[config.mk]
export PLATFORM = sky130hd
export DESIGN_NAME = biu_mux
export DESIGN_NICKNAME = d
export VERILOG_FILES = /design/src/rtl/biu_pkg.sv /design/src/rtl/biu_decode.sv /design/src/rtl/biu_mux.sv
export SDC_FILE = /design/constraint.sdc
export NUM_CORES = 1
export LEC_CHECK = 0
export CORE_UTILIZATION = 40
export DETAILED_ROUTE_END_ITERATION = 12
export PLACE_DENSITY = 0.8
export SYNTH_ARGS = -nofsm -noshare
export SYNTH_HDL_FRONTEND = slang
export SYNTH_SLANG_ARGS = --single-unit
[constraint.sdc]
create_clock -name clk -period 3.7 [get_ports clk]
set_clock_uncertainty 0.2 [all_clocks]
set_input_delay 1.11 -clock clk [delete_from_list [all_inputs] [get_ports clk]]
set_output_delay 1.11 -clock clk [all_outputs]
set_load 0.02 [all_outputs]
[src/rtl/biu_pkg.sv]
// rtl/biu_pkg.sv - shared state encoding and default memory map for the bus interface mux
package biu_pkg;

  typedef enum logic [1:0] {
    ST_IDLE   = 2'd0,
    ST_ACCESS = 2'd1,
    ST_DONE   = 2'd2
  } state_e;

  localparam int IDX_W       = 3;
  localparam int WAIT_W      = 8;
  localparam int DEF_NSLV    = 3;
  localparam int DEF_TIMEOUT = 16;

  localparam logic [95:0] DEF_SLV_BASE = {32'h00800000, 32'h00400000, 32'h00000000};
  localparam logic [95:0] DEF_SLV_MASK = {32'hFFFFFFF8, 32'hFFFFFFE0, 32'hFFC00000};

endpackage

[src/rtl/biu_decode.sv]
// rtl/biu_decode.sv - combinational address decode, lowest matching slave index wins
module biu_decode
  import biu_pkg::*;
#(
  parameter int                 NSLV     = DEF_NSLV,
  parameter logic [32*NSLV-1:0] SLV_BASE = DEF_SLV_BASE,
  parameter logic [32*NSLV-1:0] SLV_MASK = DEF_SLV_MASK
) (
  input  logic [31:0]      daddr,
  output logic             hit,
  output logic [IDX_W-1:0] index
);

  // Walk from the top down so the lowest matching index is the last one written.
  always_comb begin
    hit   = 1'b0;
    index = '0;
    for (int i = NSLV - 1; i >= 0; i--) begin
      if ((daddr & SLV_MASK[32*i +: 32]) == SLV_BASE[32*i +: 32]) begin
        hit   = 1'b1;
        index = IDX_W'(i);
      end
    end
  end

endmodule

[src/rtl/biu_mux.sv]
// rtl/biu_mux.sv - routes one CPU access to a decoded slave, with wait timeout and bus-error reporting
module biu_mux
  import biu_pkg::*;
#(
  parameter int                 NSLV     = DEF_NSLV,
  parameter logic [32*NSLV-1:0] SLV_BASE = DEF_SLV_BASE,
  parameter logic [32*NSLV-1:0] SLV_MASK = DEF_SLV_MASK,
  parameter int                 TIMEOUT  = DEF_TIMEOUT
) (
  input  logic                 clk,
  input  logic                 reset,
  input  logic [31:0]          daddr,
  input  logic [31:0]          dwdata,
  input  logic [3:0]           dwe,
  input  logic                 dre,
  output logic [31:0]          drdata,
  output logic                 dready,
  output logic                 berr,
  output logic [15:0]          err_count,
  output logic [31:0]          s_daddr,
  output logic [31:0]          s_dwdata,
  output logic [4*NSLV-1:0]    s_dwe,
  output logic [NSLV-1:0]      s_dre,
  input  logic [32*NSLV-1:0]   s_drdata,
  input  logic [NSLV-1:0]      s_ready
);

  localparam logic [WAIT_W-1:0] WAIT_LAST = WAIT_W'(TIMEOUT - 1);

  state_e              state_q, state_d;
  logic [31:0]         drdata_q, drdata_d;
  logic                dready_q, dready_d;
  logic                berr_q, berr_d;
  logic [15:0]         err_count_q, err_count_d;
  logic [31:0]         addr_q, addr_d;
  logic [31:0]         wdata_q, wdata_d;
  logic [4*NSLV-1:0]   s_dwe_q, s_dwe_d;
  logic [NSLV-1:0]     s_dre_q, s_dre_d;
  logic                rd_q, rd_d;
  logic [IDX_W-1:0]    sel_q, sel_d;
  logic [WAIT_W-1:0]   wait_q, wait_d;

  logic                dec_hit;
  logic [IDX_W-1:0]    dec_idx;
  logic                req;
  logic                sel_ready;
  logic [31:0]         sel_rdata;

  biu_decode #(
    .NSLV     (NSLV),
    .SLV_BASE (SLV_BASE),
    .SLV_MASK (SLV_MASK)
  ) u_decode (
    .daddr (daddr),
    .hit   (dec_hit),
    .index (dec_idx)
  );

  assign req = (dwe != 4'h0) | dre;

  // Only the latched slave's ready/data are visible; everyone else is ignored.
  always_comb begin
    sel_ready = 1'b0;
    sel_rdata = 32'h0;
    for (int i = 0; i < NSLV; i++) begin
      if (sel_q == IDX_W'(i)) begin
        sel_ready = s_ready[i];
        sel_rdata = s_drdata[32*i +: 32];
      end
    end
  end

  always_comb begin
    state_d     = state_q;
    drdata_d    = drdata_q;
    dready_d    = 1'b0;
    berr_d      = 1'b0;
    err_count_d = err_count_q;
    addr_d      = addr_q;
    wdata_d     = wdata_q;
    s_dwe_d     = s_dwe_q;
    s_dre_d     = s_dre_q;
    rd_d        = rd_q;
    sel_d       = sel_q;
    wait_d      = wait_q;

    case (state_q)
      ST_IDLE: begin
        if (req) begin
          if (dec_hit) begin
            addr_d  = daddr;
            wdata_d = dwdata;
            rd_d    = dre;
            sel_d   = dec_idx;
            wait_d  = '0;
            for (int i = 0; i < NSLV; i++) begin
              s_dwe_d[4*i +: 4] = (dec_idx == IDX_W'(i)) ? dwe : 4'h0;
              s_dre_d[i]        = (dec_idx == IDX_W'(i)) && dre;
            end
            state_d = ST_ACCESS;
          end else begin
            drdata_d = 32'h0;
            dready_d = 1'b1;
            berr_d   = 1'b1;
            state_d  = ST_DONE;
          end
        end
      end

      ST_ACCESS: begin
        // Ready on the expiry cycle still wins over the timeout.
        if (sel_ready) begin
          drdata_d = rd_q ? sel_rdata : 32'h0;
          dready_d = 1'b1;
          s_dwe_d  = '0;
          s_dre_d  = '0;
          state_d  = ST_DONE;
        end else if (wait_q == WAIT_LAST) begin
          drdata_d = 32'h0;
          dready_d = 1'b1;
          berr_d   = 1'b1;
          s_dwe_d  = '0;
          s_dre_d  = '0;
          state_d  = ST_DONE;
        end else begin
          wait_d = wait_q + 1'b1;
        end
      end

      ST_DONE: state_d = ST_IDLE;

      default: state_d = ST_IDLE;
    endcase

    if (berr_d && (err_count_q != 16'hFFFF)) begin
      err_count_d = err_count_q + 16'd1;
    end
  end

  always_ff @(posedge clk) begin
    if (reset) begin
      state_q     <= ST_IDLE;
      drdata_q    <= 32'h0;
      dready_q    <= 1'b0;
      berr_q      <= 1'b0;
      err_count_q <= 16'h0;
      addr_q      <= 32'h0;
      wdata_q     <= 32'h0;
      s_dwe_q     <= '0;
      s_dre_q     <= '0;
      rd_q        <= 1'b0;
      sel_q       <= '0;
      wait_q      <= '0;
    end else begin
      state_q     <= state_d;
      drdata_q    <= drdata_d;
      dready_q    <= dready_d;
      berr_q      <= berr_d;
      err_count_q <= err_count_d;
      addr_q      <= addr_d;
      wdata_q     <= wdata_d;
      s_dwe_q     <= s_dwe_d;
      s_dre_q     <= s_dre_d;
      rd_q        <= rd_d;
      sel_q       <= sel_d;
      wait_q      <= wait_d;
    end
  end

  assign drdata    = drdata_q;
  assign dready    = dready_q;
  assign berr      = berr_q;
  assign err_count = err_count_q;
  assign s_daddr   = addr_q;
  assign s_dwdata  = wdata_q;
  assign s_dwe     = s_dwe_q;
  assign s_dre     = s_dre_q;

endmodule

==> summary.txt <==
=====================================================================================================
Pins Over Slew Limit                                                                                0
I/O pin total                                                                                     299
Clock latency at the later pin of the worst-skew pair                                         0.41 ns
Clock tree from TritonCTS                                                                       built
Post-route worst setup slack                                                                 0.421 ns
GRT overflow                                                                                        0
Final net count                                                                                  1195
Initial DRC count                                                                                 268
Wire length per cell                                                                          15.9 µm
Global-route usage over all layers                                                              24.5%
Syn_nets                                                                                          893
Type of destination of the critical path                                                     register
Wire length reported by the detailed router                                                  19300 µm
Post-synthesis cell type with the largest combined area                                       dfxtp_1
CTS HTree Levels                                                                                    4
Power density cells                                                                        364 nW/µm²
Detailed Place HPWL                                                                          14500 µm
Worst setup path startpoint                                                                  daddr[3]
Xor and xnor fraction of the mapped netlist area                                               0.294%
Crit-path most repeated cell                                                                    buf_4
Die Area                                                                                    15400 µm²
Startpoint type of the worst setup path                                                    input port
Setup repair after global routing missed its margin                                                no
Crit-path max FO                                                                                    9
Number of sinks handled by clock tree synthesis                                                   142
Multiplexer share of the synthesized area                                                       5.90%
Count of mapped cells out of synthesis                                                            721
Via count of the first global-routing pass                                                       5773
Maximum buffer depth of the clock tree                                                              2
Remaining routing DRC violations                                                                    0
# diodes                                                                                            0
Min-Delay Startpoint                                                                         s_dwe[3]
Slew at the pin closest to its max-slew limit                                                0.544 ns
Post-placement cell area                                                                     9270 µm²
Number of antenna violations at the first check in global routing                                   0
Final count of negative-setup-slack endpoints                                                       0
Starting utilization of the core area                                                           41.0%
Dominant combinational cell family by area after synthesis                               simple AND/OR/NAND/NOR gates
Max-cap check violation count                                                                       0
Standard-cell row count                                                                            44
Overall die height                                                                             124 µm
Setup slack at placement                                                                    0.0295 ns
Fraction of layout cells with a size suffix above 1                                             7.44%
Cell area after technology mapping                                                           5960 µm²
Layout-stage area growth over the synthesis result                                              65.2%
Largest voltage drop on the vdd net                                                          0.287 mV
Type of the setup path with the least slack                                              input port to register
Antenna Violating Nets Remaining                                                                    0
Horizontal extent of the die                                                                   124 µm
Share of the cycle needed by the critical path after routing                                    88.6%
Clock slew at reported path FFs                                                               0.06 ns
Setup tns final                                                                                  0 ns
Cells traversed along the worst timing path                                              clkdlybuf4s50_1 -> nor4b_1 -> buf_4 -> or2_2 -> a31oi_2 -> buf_4 -> a21o_1 -> or3_1 -> a21oi_1
Clk Tree Root Cell                                                                          clkbuf_16
Post-synthesis share of cell area spent on full adders, half adders and majority gates         0.420%
Critical path data arrival time                                                               3.42 ns
Delay of the slowest cell on the worst path                                                   0.48 ns
Leading cell types by total area after synthesis                                         dfxtp_1 (48%), nand2_1 (11%), a21oi_1 (8.0%)
Vias per std cell                                                                                5.16
Number of buffers added by the clock tree synthesis step                                           17
Total of warnings raised by yosys                                                                   0
Iteration count of the initial detailed-routing pass                                                5
Share of synthesized registers carrying an async set or reset                                      0%
Dpl cells                                                                                        1188
Post-route cell area                                                                         9840 µm²
Overall via count from detail_route                                                              6295
Critical path data required time                                                              3.84 ns
Final period demand of the worst path                                                         3.28 ns
Share of synthesized area occupied by flip-flops and latches                                    47.7%
Power after layout                                                                          0.00359 W
Most used flip-flop cell after synthesis                                                      dfxtp_1
Area fraction in compound gates after synthesis                                                 19.4%
Flops & latches, synth                                                                            142
Count of instances resized after the clock tree is built                                            0
Fmax achieved                                                                                 305 MHz
Count of hold-fix buffers inserted at cts                                                           0
Status                                                                                   complete, no violations
Pin count of the biggest net entering global routing                                               49
Leakage power                                                                                 3.35 nW
Simple-gate area share of the yosys netlist                                                     22.3%
Count of different cell masters after synthesis                                                    43
EDFF count, synth                                                                                   0
Non-filler cells in the finished layout                                                          1219
Post-CTS Repair Setup Buffers                                                                       0
Worst-path cell with the longest stage delay                                             clkdlybuf4s50_1
Fin. Hold Viols                                                                                     0
Core ar.                                                                                    14500 µm²
Share of the synthesized area in the top cell type                                              47.7%
Average cell area after synthesis                                                            8.27 µm²
Hold crit path type                                                                      register to register
Worst max-slew margin expressed relative to the limit                                           63.3%
Number of buffers inserted by port buffering                                                      298
First-pass GRT wire length                                                                   28700 µm
Startpoint of the worst-slack reg-to-reg timing path                                         sel_q[1]
Final RePlAce weighted congestion                                                               0.819
=====================================================================================================
==> sequential cells by signal (all words and copies together) (netlist names) <==
signal,cells
drdata,32
s_dwdata,32
wait_q,8
state_q,2
berr,1
dready,1
sel_q,2
s_daddr,32
rd_q,1
s_dwe,12
err_count,16
s_dre,3
==> per-stage QoR <==
step	util (%)	hold slack (ns)
2_1_floorplan	-	0.226
3_3_place_gp	63.8	0.237
3_5_place_dp	63.8	0.244
4_1_cts	67.7	0.250
5_1_grt	67.7	0.270
6_report	67.7	0.251
==> area by class of cell <==
cell class,count,area [µm²]
inverter,8,30.0
clock buffer,26,489
sequential,142,2840
fill,1246,4690
tap,184,230
multi-input combinational,522,2900
clock inverter,5,81.3
timing repair buffer,332,3270
==> cells in the final DEF, fill, tap and decap left out, drive strengths merged, types with 19 or more instances in the layout <==
| cell type | instances |
|---|---|
| clkbuf | 26 |
| or3 | 19 |
| buf | 35 |
| dfxtp | 142 |
| a21oi | 97 |
| nand2 | 176 |
| a22o | 32 |
| mux2i | 34 |
| clkdlybuf4s50 | 297 |
| o21ai | 51 |
==> worst max-delay path, delay by kind of cell <==
| family | cells | cell delay (ns) |
|---|---|---|
| buffers and inverters | 3 | 0.85 |
| AND/OR/NAND/NOR | 3 | 0.96 |
| AO/OA/AOI/OAI | 3 | 0.51 |
==> cell families (layout without fill, tap and decap cells) <==
group | count (synthesis) | in the layout
flip-flops | 142 | 142
multiplexers | 35 | 35
adder cells (fa/ha/maj) | 2 | 2
buffers and inverters | 57 | 371
XOR/XNOR | 2 | 2
AO/OA/AOI/OAI | 195 | 195
AND/OR/NAND/NOR | 288 | 288
==> power by group <==
group / switching [W] / internal (W)
logic: 0.000143 / 0.000224
clock network: 0.000623 / 0.00104
registers: 0.00000976 / 0.00154
==> final timing paths <==
path              slack (ns)         end  depth (start not counted)
setup / recovery        0.42    s_dre[2]                          9
setup reg to reg        1.24  drdata[26]                          6
hold reg to reg         0.25    s_dwe[3]                          2
hold / removal          0.25    s_dwe[3]                          2
==> cell usage after synthesis, types with 2 or more instances <==
| library cell | number |
|---|---|
| a21oi_1 | 95 |
| a21oi_2 | 2 |
| a22o_1 | 32 |
| and2_1 | 10 |
| and3_1 | 7 |
| and4_1 | 2 |
| buf_1 | 7 |
| buf_2 | 9 |
| buf_6 | 2 |
| clkbuf_1 | 31 |
| dfxtp_1 | 142 |
| ha_1 | 2 |
| inv_1 | 8 |
| mux2i_1 | 34 |
| nand2_1 | 176 |
| nand3_1 | 12 |
| nand4_1 | 17 |
| nor2_1 | 17 |
| nor2b_1 | 3 |
| nor3_1 | 5 |
| nor4_1 | 8 |
| nor4b_1 | 2 |
| o211ai_1 | 4 |
| o21ai_0 | 50 |
| o31ai_1 | 3 |
| or3_1 | 19 |
| or4_1 | 5 |
| xor2_1 | 2 |
==> routing by layer <==
layer,vias up,track usage [%],wire length [µm],share of wire [%]
li1,3138,-,-,-
met1,2866,28.3,7620,39
met2,266,41.3,9440,49
met3,25,8.29,1880,9.7
met4,0,9.90,406,2.1
met5,-,0,0,0
Power figures use the tool's default switching activity.
